<file path="config.mk">
export PLATFORM = sky130hd
export DESIGN_NAME = fetch_stage
export DESIGN_NICKNAME = d
export VERILOG_FILES = /design/src/rtl/riscv_pkg.sv /design/src/rtl/if_id_reg.sv /design/src/rtl/fetch_stage.sv
export SDC_FILE = /design/constraint.sdc
export NUM_CORES = 1
export LEC_CHECK = 0
export BUFFER_PORTS_ARGS = -buffer_cell sky130_fd_sc_hd__buf_4
export CAP_MARGIN = 0
export CORE_MARGIN = 2
export CORE_UTILIZATION = 50
export CTS_CLUSTER_DIAMETER = 50
export DETAILED_ROUTE_END_ITERATION = 6
export PLACE_DENSITY = 0.76
export SYNTH_ARGS = -nofsm -noshare
export SYNTH_HDL_FRONTEND = slang
export SYNTH_SLANG_ARGS = --single-unit
</file>
<file path="constraint.sdc">
create_clock -name clk -period 2.02 [get_ports clk]
set_clock_uncertainty 0.1 [all_clocks]
set_input_delay 0.404 -clock clk [delete_from_list [all_inputs] [get_ports clk]]
set_output_delay 0.404 -clock clk [all_outputs]
set_load 0.005 [all_outputs]
</file>
<file path="src/rtl/riscv_pkg.sv">
// Shared RV32 front-end types and constants: fetch FSM states and the IF/ID payload.
package riscv_pkg;

  localparam int unsigned XLEN = 32;

  localparam logic [XLEN-1:0] NOP_INSTR = 32'h0000_0013;  // addi x0,x0,0

  localparam logic [6:0] OPC_LOAD   = 7'b0000011;
  localparam logic [6:0] OPC_STORE  = 7'b0100011;
  localparam logic [6:0] OPC_BRANCH = 7'b1100011;
  localparam logic [6:0] OPC_OP_IMM = 7'b0010011;
  localparam logic [6:0] OPC_JALR   = 7'b1100111;
  localparam logic [6:0] OPC_JAL    = 7'b1101111;

  typedef enum logic [1:0] {
    IDLE  = 2'd0,
    FETCH = 2'd1,
    HOLD  = 2'd2
  } fetch_state_t;

  typedef struct packed {
    logic [XLEN-1:0] instr;
    logic [XLEN-1:0] pc;
    logic [XLEN-1:0] pc_plus4;
    logic            valid;
  } if_id_t;

  // Empty slot: a NOP bubble at pc 0, so pc_plus4 stays consistent with pc.
  localparam if_id_t IF_ID_RESET = '{
    instr:    NOP_INSTR,
    pc:       XLEN'(0),
    pc_plus4: XLEN'(4),
    valid:    1'b0
  };

endpackage

</file>
<file path="src/rtl/if_id_reg.sv">
// One IF/ID slot with flush > hold > load priority; also used as the stall hold buffer.
module if_id_reg
  import riscv_pkg::*;
(
  input  logic   clk,
  input  logic   rst_n,
  input  logic   flush_i,
  input  logic   hold_i,
  input  logic   load_i,
  input  if_id_t d_i,
  output if_id_t q_o
);

  if_id_t q_q;
  if_id_t q_d;

  // Flush turns the slot into a bubble but keeps its pc fields; idle slot keeps its value.
  always_comb begin
    q_d = q_q;
    if (flush_i) begin
      q_d.instr = NOP_INSTR;
      q_d.valid = 1'b0;
    end else if (hold_i) begin
      q_d = q_q;
    end else if (load_i) begin
      q_d = d_i;
    end
  end

  // Slot register.
  always_ff @(posedge clk or negedge rst_n) begin
    if (!rst_n) begin
      q_q <= IF_ID_RESET;
    end else begin
      q_q <= q_d;
    end
  end

  assign q_o = q_q;

endmodule

</file>
<file path="src/rtl/fetch_stage.sv">
// Instruction fetch: PC, single-outstanding imem request, stall hold buffer, redirect flush.
module fetch_stage
  import riscv_pkg::*;
#(
  parameter int unsigned      Width   = 32,
  parameter logic [Width-1:0] ResetPC = 32'h0000_0000
) (
  input  logic             clk,
  input  logic             rst_n,
  output logic             imem_req,
  output logic [Width-1:0] imem_addr,
  input  logic [Width-1:0] imem_rdata,
  input  logic             imem_ready,
  input  logic             stall_i,
  input  logic             redirect_i,
  input  logic [Width-1:0] redirect_pc_i,
  output logic [Width-1:0] id_instr,
  output logic [Width-1:0] id_pc,
  output logic [Width-1:0] id_pc_plus4,
  output logic             id_valid
);

  fetch_state_t     state_q, state_d;
  logic [Width-1:0] pc_q, pc_d;
  logic             imem_req_q, imem_req_d;

  logic [Width-1:0] pc_plus4;
  logic             beat;
  if_id_t           fetched;
  if_id_t           id_d;
  if_id_t           id_q;
  if_id_t           buf_q;
  logic             id_flush, id_hold, id_load;
  logic             buf_flush, buf_hold, buf_load;

  assign beat     = imem_req_q && imem_ready;
  assign pc_plus4 = pc_q + Width'(4);
  assign fetched  = '{
    instr:    XLEN'(imem_rdata),
    pc:       XLEN'(pc_q),
    pc_plus4: XLEN'(pc_plus4),
    valid:    1'b1
  };

  // Next state, next PC and slot controls; a redirect overrides stall and any beat.
  always_comb begin
    state_d    = state_q;
    pc_d       = pc_q;
    id_d       = fetched;
    id_flush   = 1'b0;
    id_hold    = 1'b0;
    id_load    = 1'b0;
    buf_flush  = 1'b0;
    buf_hold   = 1'b0;
    buf_load   = 1'b0;
    imem_req_d = 1'b0;

    if (redirect_i) begin
      state_d   = FETCH;
      pc_d      = redirect_pc_i & ~Width'(3);
      id_flush  = 1'b1;
      buf_flush = 1'b1;
    end else begin
      unique case (state_q)
        IDLE: begin
          id_hold = stall_i;
          state_d = FETCH;
        end
        FETCH: begin
          id_hold = stall_i;
          if (beat) begin
            pc_d = pc_plus4;
            if (stall_i) begin
              buf_load = 1'b1;
              state_d  = HOLD;
            end else begin
              id_load = 1'b1;
            end
          end else if (!stall_i) begin
            id_flush = 1'b1;
          end
        end
        HOLD: begin
          id_hold  = stall_i;
          buf_hold = stall_i;
          if (!stall_i) begin
            id_d      = buf_q;
            id_load   = 1'b1;
            buf_flush = 1'b1;
            state_d   = FETCH;
          end
        end
        default: begin
          state_d = IDLE;
        end
      endcase
    end

    imem_req_d = (state_d == FETCH);
  end

  // State, PC and request registers.
  always_ff @(posedge clk or negedge rst_n) begin
    if (!rst_n) begin
      state_q    <= IDLE;
      pc_q       <= ResetPC;
      imem_req_q <= 1'b0;
    end else begin
      state_q    <= state_d;
      pc_q       <= pc_d;
      imem_req_q <= imem_req_d;
    end
  end

  if_id_reg u_if_id (
    .clk     (clk),
    .rst_n   (rst_n),
    .flush_i (id_flush),
    .hold_i  (id_hold),
    .load_i  (id_load),
    .d_i     (id_d),
    .q_o     (id_q)
  );

  if_id_reg u_hold_buf (
    .clk     (clk),
    .rst_n   (rst_n),
    .flush_i (buf_flush),
    .hold_i  (buf_hold),
    .load_i  (buf_load),
    .d_i     (fetched),
    .q_o     (buf_q)
  );

  assign imem_req    = imem_req_q;
  assign imem_addr   = pc_q;
  assign id_instr    = Width'(id_q.instr);
  assign id_pc       = Width'(id_q.pc);
  assign id_pc_plus4 = Width'(id_q.pc_plus4);
  assign id_valid    = id_q.valid;

endmodule

</file>
## Word level (Yosys, flattened, before mapping)

Cells that the tools add are included.

- Mux-type cells: 36
- Bitwise operators: 4
- Add/sub/neg operators: 1
- Eq/ne operators: 5
- Reduce and logical (&&, ||, !) cells: 12

Operator list:

| operator | count |
|---|---|
| 2-to-1 mux 97 bit | 7 |
| 2-to-1 mux 32 bit | 5 |
| adder 32 x 3 -> 32 bit (second input constant) | 1 |
| 2-to-1 mux 1 bit | 18 |
| 2-to-1 mux 2 bit | 4 |
| nonzero test 2 bit | 4 |
| one-hot mux 2 bit (3 select lines) | 1 |
| AND reduction 2 bit | 3 |
| AND reduction 3 bit | 2 |
| equality test 2 x 1 -> 1 bit (second input constant) | 2 |
| inequality test 2 bit (second input constant) | 2 |
| inverter 1 bit | 4 |
| OR reduction 3 bit | 1 |
| equality test 2 bit (second input constant) | 1 |
| logical NOT 2 bit | 1 |
| one-hot mux 1 bit (2 select lines) | 1 |
| logical AND 1 bit | 1 |

- Bits in registers: 229
- Bits of input ports: 69
- Logic and storage cells: 69

## Longest topological paths before layout

- Word-level depth: 7
- Depth in mapped cells: 11
- Depth with buffers taken out: 7

## Cells and area by module

Synthesis repeated with hierarchy kept, for this count alone.

- Cells, all modules: 1179
- Area total of the unflattened synthesis: 11434.7 sq um

By module, submodules not included:

| module | area an instance (sq um) | cells an instance | sequential area each (sq um) | times used |
|---|---|---|---|---|
| if_id_reg | 3727.3 | 281 | 2432.3 | 2 |
| fetch_stage | 3980.1 | 617 | 825.8 | 1 |

## Worst setup path before layout

Ideal clock, no wire load.

- Path kind: register to register
- Start point: register state_q[1]
- End point: register u_hold_buf.q_q (netlist bit u_hold_buf.q_o[53])
- Path slack: -0.215 ns
- Arrival time: 2.018 ns
- Stages on the path, launching flop included: 12
- Setup time: 0.117 ns
- Data required time: 1.803 ns
- Period minus slack after synthesis: 2.235 ns
- Buffers on the path: 4
- Cells stage by stage: dfrtp_1 inv_1 ha_1 and3_1 buf_2 nand2_1 or3_1 clkbuf_8 buf_2 buf_2 nand2_1 nand2_1

- Longest elaborated chain between the ends: 5
- Elaborated cells between the ends (all ways): 11

Ends and longest elaborated chain:

| what | RTL line | text |
|---|---|---|
| from (decl) | fetch_stage.sv:23 | `fetch_state_t state_q, state_d;` |
| from (signal assigned) | fetch_stage.sv:109 | `state_q <= state_d;` |
| equality test 2 bit | fetch_stage.sv:64 | `unique case (state_q)` |
| 2-to-1 mux 1 bit | fetch_stage.sv:64 |  |
| 2-to-1 mux 1 bit | fetch_stage.sv:58 | `if (redirect_i) begin` |
| inverter 1 bit (no line) | - |  |
| AND reduction 3 bit (no line) (*) | - |  |
| to (signal assigned) | if_id_reg.sv:35 | `q_q <= q_d;` |
| to (decl) | if_id_reg.sv:14 | `if_id_t q_q;` |

Mark *: on every way between the ends. The rest lies on a longest branch, timed or not.
A chain may end at the register's enable or synchronous reset.

## Worst setup path after layout

- Start point: register state_q[0]
- End point: register u_if_id.q_q (netlist bit u_if_id.q_o[61])

- Longest elaborated chain between the ends: 6
- Elaborated cells between the ends (all ways): 15

Ends and longest elaborated chain:

| what | RTL line |
|---|---|
| equality test 2 bit, or another cell as far along | fetch_stage.sv:64 |
| OR reduction 3 bit (no line) | - |
| 2-to-1 mux 1 bit | fetch_stage.sv:64 |
| 2-to-1 mux 1 bit | fetch_stage.sv:58 |
| inverter 1 bit (no line) | - |
| AND reduction 3 bit (no line) | - |
| to (signal assigned) | if_id_reg.sv:35 |
| to (decl) | if_id_reg.sv:14 |

Several ways; a longest one is shown, not always the timed one.

==> results.yml <==
synthesis:
  ys_ff_latch: 219
  synthArstFlopShare: 1.000
  synth-main-ff-cell: "dfrtp_1"
  synth_edf_count: 0
  netlist_area_um2: 10200
  yosys_warnings: 0
  avgSynthCellArea_um2: 9.390
  synthDistinctLibCells: 58
  yosysSeqAreaShare: 0.5384
  synthCells: 1086
critical_path:
  crit_arrival_ps: 2610
  endpoint_kind: "flip-flop"
  crit_type: "reg2reg"
  reg2regPathDepth: 10
  critical_path.startpoint_type: "flip-flop"
  max_stage_delay_ps: 400
  worst-path-max-fanout: 7
  cp_num_cells: 10
  worst-path-buf-inv: 5
  crit_family: "buffers and inverters"
  critical_path.most_common_cell: "buf_12"
  worstPathRequired_ps: 2350
  path_cells: "inv_2, ha_4, or3b_4, buf_6, o22ai_4, buf_12, buf_12, clkbuf_16, nor2_2, a31oi_1"
  crit_path_top_delay_cell: "or3b_4"
cells_and_area:
  drive_gt1_frac: 0.4109
  regArea_um2: 5492
  nets: 1454
  multi_input_area_um2: 4954
  final.fill_count: 1203
  antenna_cells: 0
  fin_area_um2: 15240
  synthToLayoutAreaGrowth_pct: 49.41
grt:
  antenna_found_initial: 0
  grt-ovfl-total: 0
  grt_max_degree: 54
  grt_pass1_vias: 9370
  gr-usage-all-layers: 0.2792
  grt_pass1_wl_mm: 49.11
detailed_routing:
  drc: 0
  ant_nets: 0
  drt-initial-drc-count: 831
  vias_per_cell: 5.997
  wirelength_mm: 35.71
  routedWlPerCell_um: 21.42
  num_vias: 9997
  dr.pass1.iters: 5
cts:
  numClockSinks: 219
  cts_buffer_depth: 3
  cts-root-buf: "clkbuf_16"
  numCtsBuffers: 26
  htreeDepth: 1
  clk_pin_slew_ps: 60
  cts_tree: "yes"
  worst_skew_pair.late_latency_ps: 530
power_and_ir_drop:
  power_density_nw_per_um2: 1172
  total_power_mw: 17.86
  p_sw_mw: 5.994
  seqPwrFrac: 0.391
  internal-power_mw: 11.87
  combPwrFrac: 0.348
  p_leak_nw: 6.924
  sw_frac_of_total: 0.3355
  ir_drop_mv: 0.7196
  clockPowerShare: 0.261
floorplanning:
  rows: 52
  core_area_um2: 20100
  fp.dieW_um: 146.8
  die-area_um2: 21550
  initial_core_util: 0.5072
  die_y_um: 146.8
  ioPinCount: 199
sta:
  fmax_mhz: 438.7
  period_minus_slack_ps: 2280
  rsz0062_at_grt: "yes"
  hold_viol_final: 0
  timing.final.ws_setup_ps: -259.6
  finalMaxSlewViolations: 0
  timing.final.crit_share: 1.128
  tns_ps: -13730
  finalSetupViolCount: 119
status:
  status: "finished with violations"
  violations: "negative setup slack"
placed_design:
  place.port_buffers: 190
  dp_hpwl_mm: 19.62
  globalplace.congestion: 0.9059
  placed_area_um2: 12540
worst_hold_path:
  hold_path.class: "in2reg"
  holdPathStages: 3
job:
  drv_cap: 0
-- layer usage --
metal	share of wire	up-vias	track usage
met5	0	-	0
met4	0.034	0	0.06262
met3	0.083	115	0.04441
met2	0.50	595	0.4908
met1	0.38	4960	0.3667
li1	-	4327	-
-- state kept, by name (all words and copies together), names as in the netlist --
register and cells:
u_hold_buf.q_o 93, imem_req 1, imem_addr 30, state_q 2, u_if_id.q_o 93
-- Yosys cell counts, types with 4 or more instances --
cell / instances / area share
nor3_1: 24 / 0.012
dfstp_2: 8 / 0.021
dfrtp_1: 211 / 0.52
nor2_1: 71 / 0.026
clkbuf_1: 53 / 0.020
a22o_1: 29 / 0.025
a21o_1: 5 / 0.0037
a211oi_1: 4 / 0.0029
buf_4: 9 / 0.0066
a31oi_1: 34 / 0.021
ha_1: 5 / 0.0061
nand3_1: 21 / 0.010
o22ai_1: 34 / 0.021
and3_1: 7 / 0.0043
clkbuf_8: 5 / 0.0067
xnor2_1: 27 / 0.023
xor2_1: 26 / 0.022
o21ai_0: 107 / 0.053
a21oi_1: 28 / 0.014
buf_6: 7 / 0.0077
or3_1: 11 / 0.0067
buf_2: 17 / 0.0083
nand4_1: 21 / 0.013
inv_1: 9 / 0.0033
and4_1: 4 / 0.0034
mux2i_1: 7 / 0.0069
nand2_1: 260 / 0.096
-- layout make-up --
cell class              instances  area share
clock buffers                  35     0.04697
multi-input cells             768      0.3251
inverters                      10    0.002464
well taps                     270     0.02217
repair buffers                355      0.2350
clock inverters                10    0.007802
flip-flops and latches        219      0.3604
-- per-stage QoR --
step | utilization | hold WS (ps) | setup WS [ps] | cells
after floorplan | - | 8.409 | -109.7 | 1091
after global placement | 0.6238 | 257.1 | -150.4 | 1562
after detailed placement | 0.6238 | 255.8 | -223.4 | 1562
after CTS | 0.7064 | 1.019 | -161.8 | 1643
after global routing | 0.7578 | 10.70 | -315.3 | 1667
final | 0.7578 | 3.150 | -259.6 | 1667
-- cell usage in the layout (no fill, tap or decap), types with 10 or more instances in the layout --
master	instances
nor2_2	30
nand2_4	13
nor3_1	17
o21ai_1	25
nand2_2	19
xnor2_1	25
o21ai_0	40
a22o_1	29
nor2_1	30
o21ai_2	43
or3_1	10
buf_6	16
clkbuf_16	43
nand2_1	229
nand3_1	19
xor2_1	21
nor2_4	13
nand4_1	21
a21oi_1	18
buf_12	28
dfrtp_1	210
o22ai_1	29
a31oi_1	34
buf_4	274
-- logic make-up after synthesis --
kind of cell,share of synthesized area
other,0.0003677
DFF,0.5384
AOI/OAI and AO/OA,0.1502
xor gates and xnor gates,0.04552
muxes,0.006871
buffers and inverters,0.05779
adders and majority gates,0.006135
and+or+nand+nor,0.1947
-- power by group through the flow --
| stage | combinational [mW] | clock (mW) | sequential, mW |
|---|---|---|---|
| 2_1_floorplan | 2.24 | 0 | 6.65 |
| 3_3_place_gp | 4.52 | 0 | 6.68 |
| 3_5_place_dp | 4.67 | 0 | 6.74 |
| 4_1_cts | 5.24 | 4.61 | 6.71 |
| 5_1_grt | 6.63 | 4.87 | 7.13 |
| 6_report | 6.22 | 4.66 | 6.98 |
-- path summary, 6_finish.rpt --
path | startpoint | slack [ps] | end
setup / recovery | state_q[0] | -260 | u_if_id.q_o[61]
hold / removal | redirect_pc_i[13] | 3 | imem_addr[13]
setup reg to reg | state_q[0] | -260 | u_if_id.q_o[61]
hold reg to reg | u_hold_buf.q_o[18] | 370 | u_hold_buf.q_o[18]
max in group asynchronous | rst_n | 890 | u_hold_buf.q_o[92]
min in group asynchronous | rst_n | 300 | u_hold_buf.q_o[80]
-- worst min-delay path, cell delays in order --
cell     delay, ps
buf_4           80
nand2_1         40
o21ai_0         60
-- timing repair --
action                     4_1_cts  5_1_grt
setup endpoints to repair      158      127
pin swaps                       25       71
hold endpoints to repair        48        0
buffers inserted                20        9
hold buffers                     9        0
gates cloned                     8       17
resized for setup              106      191
Power figures use the tool's default switching activity.
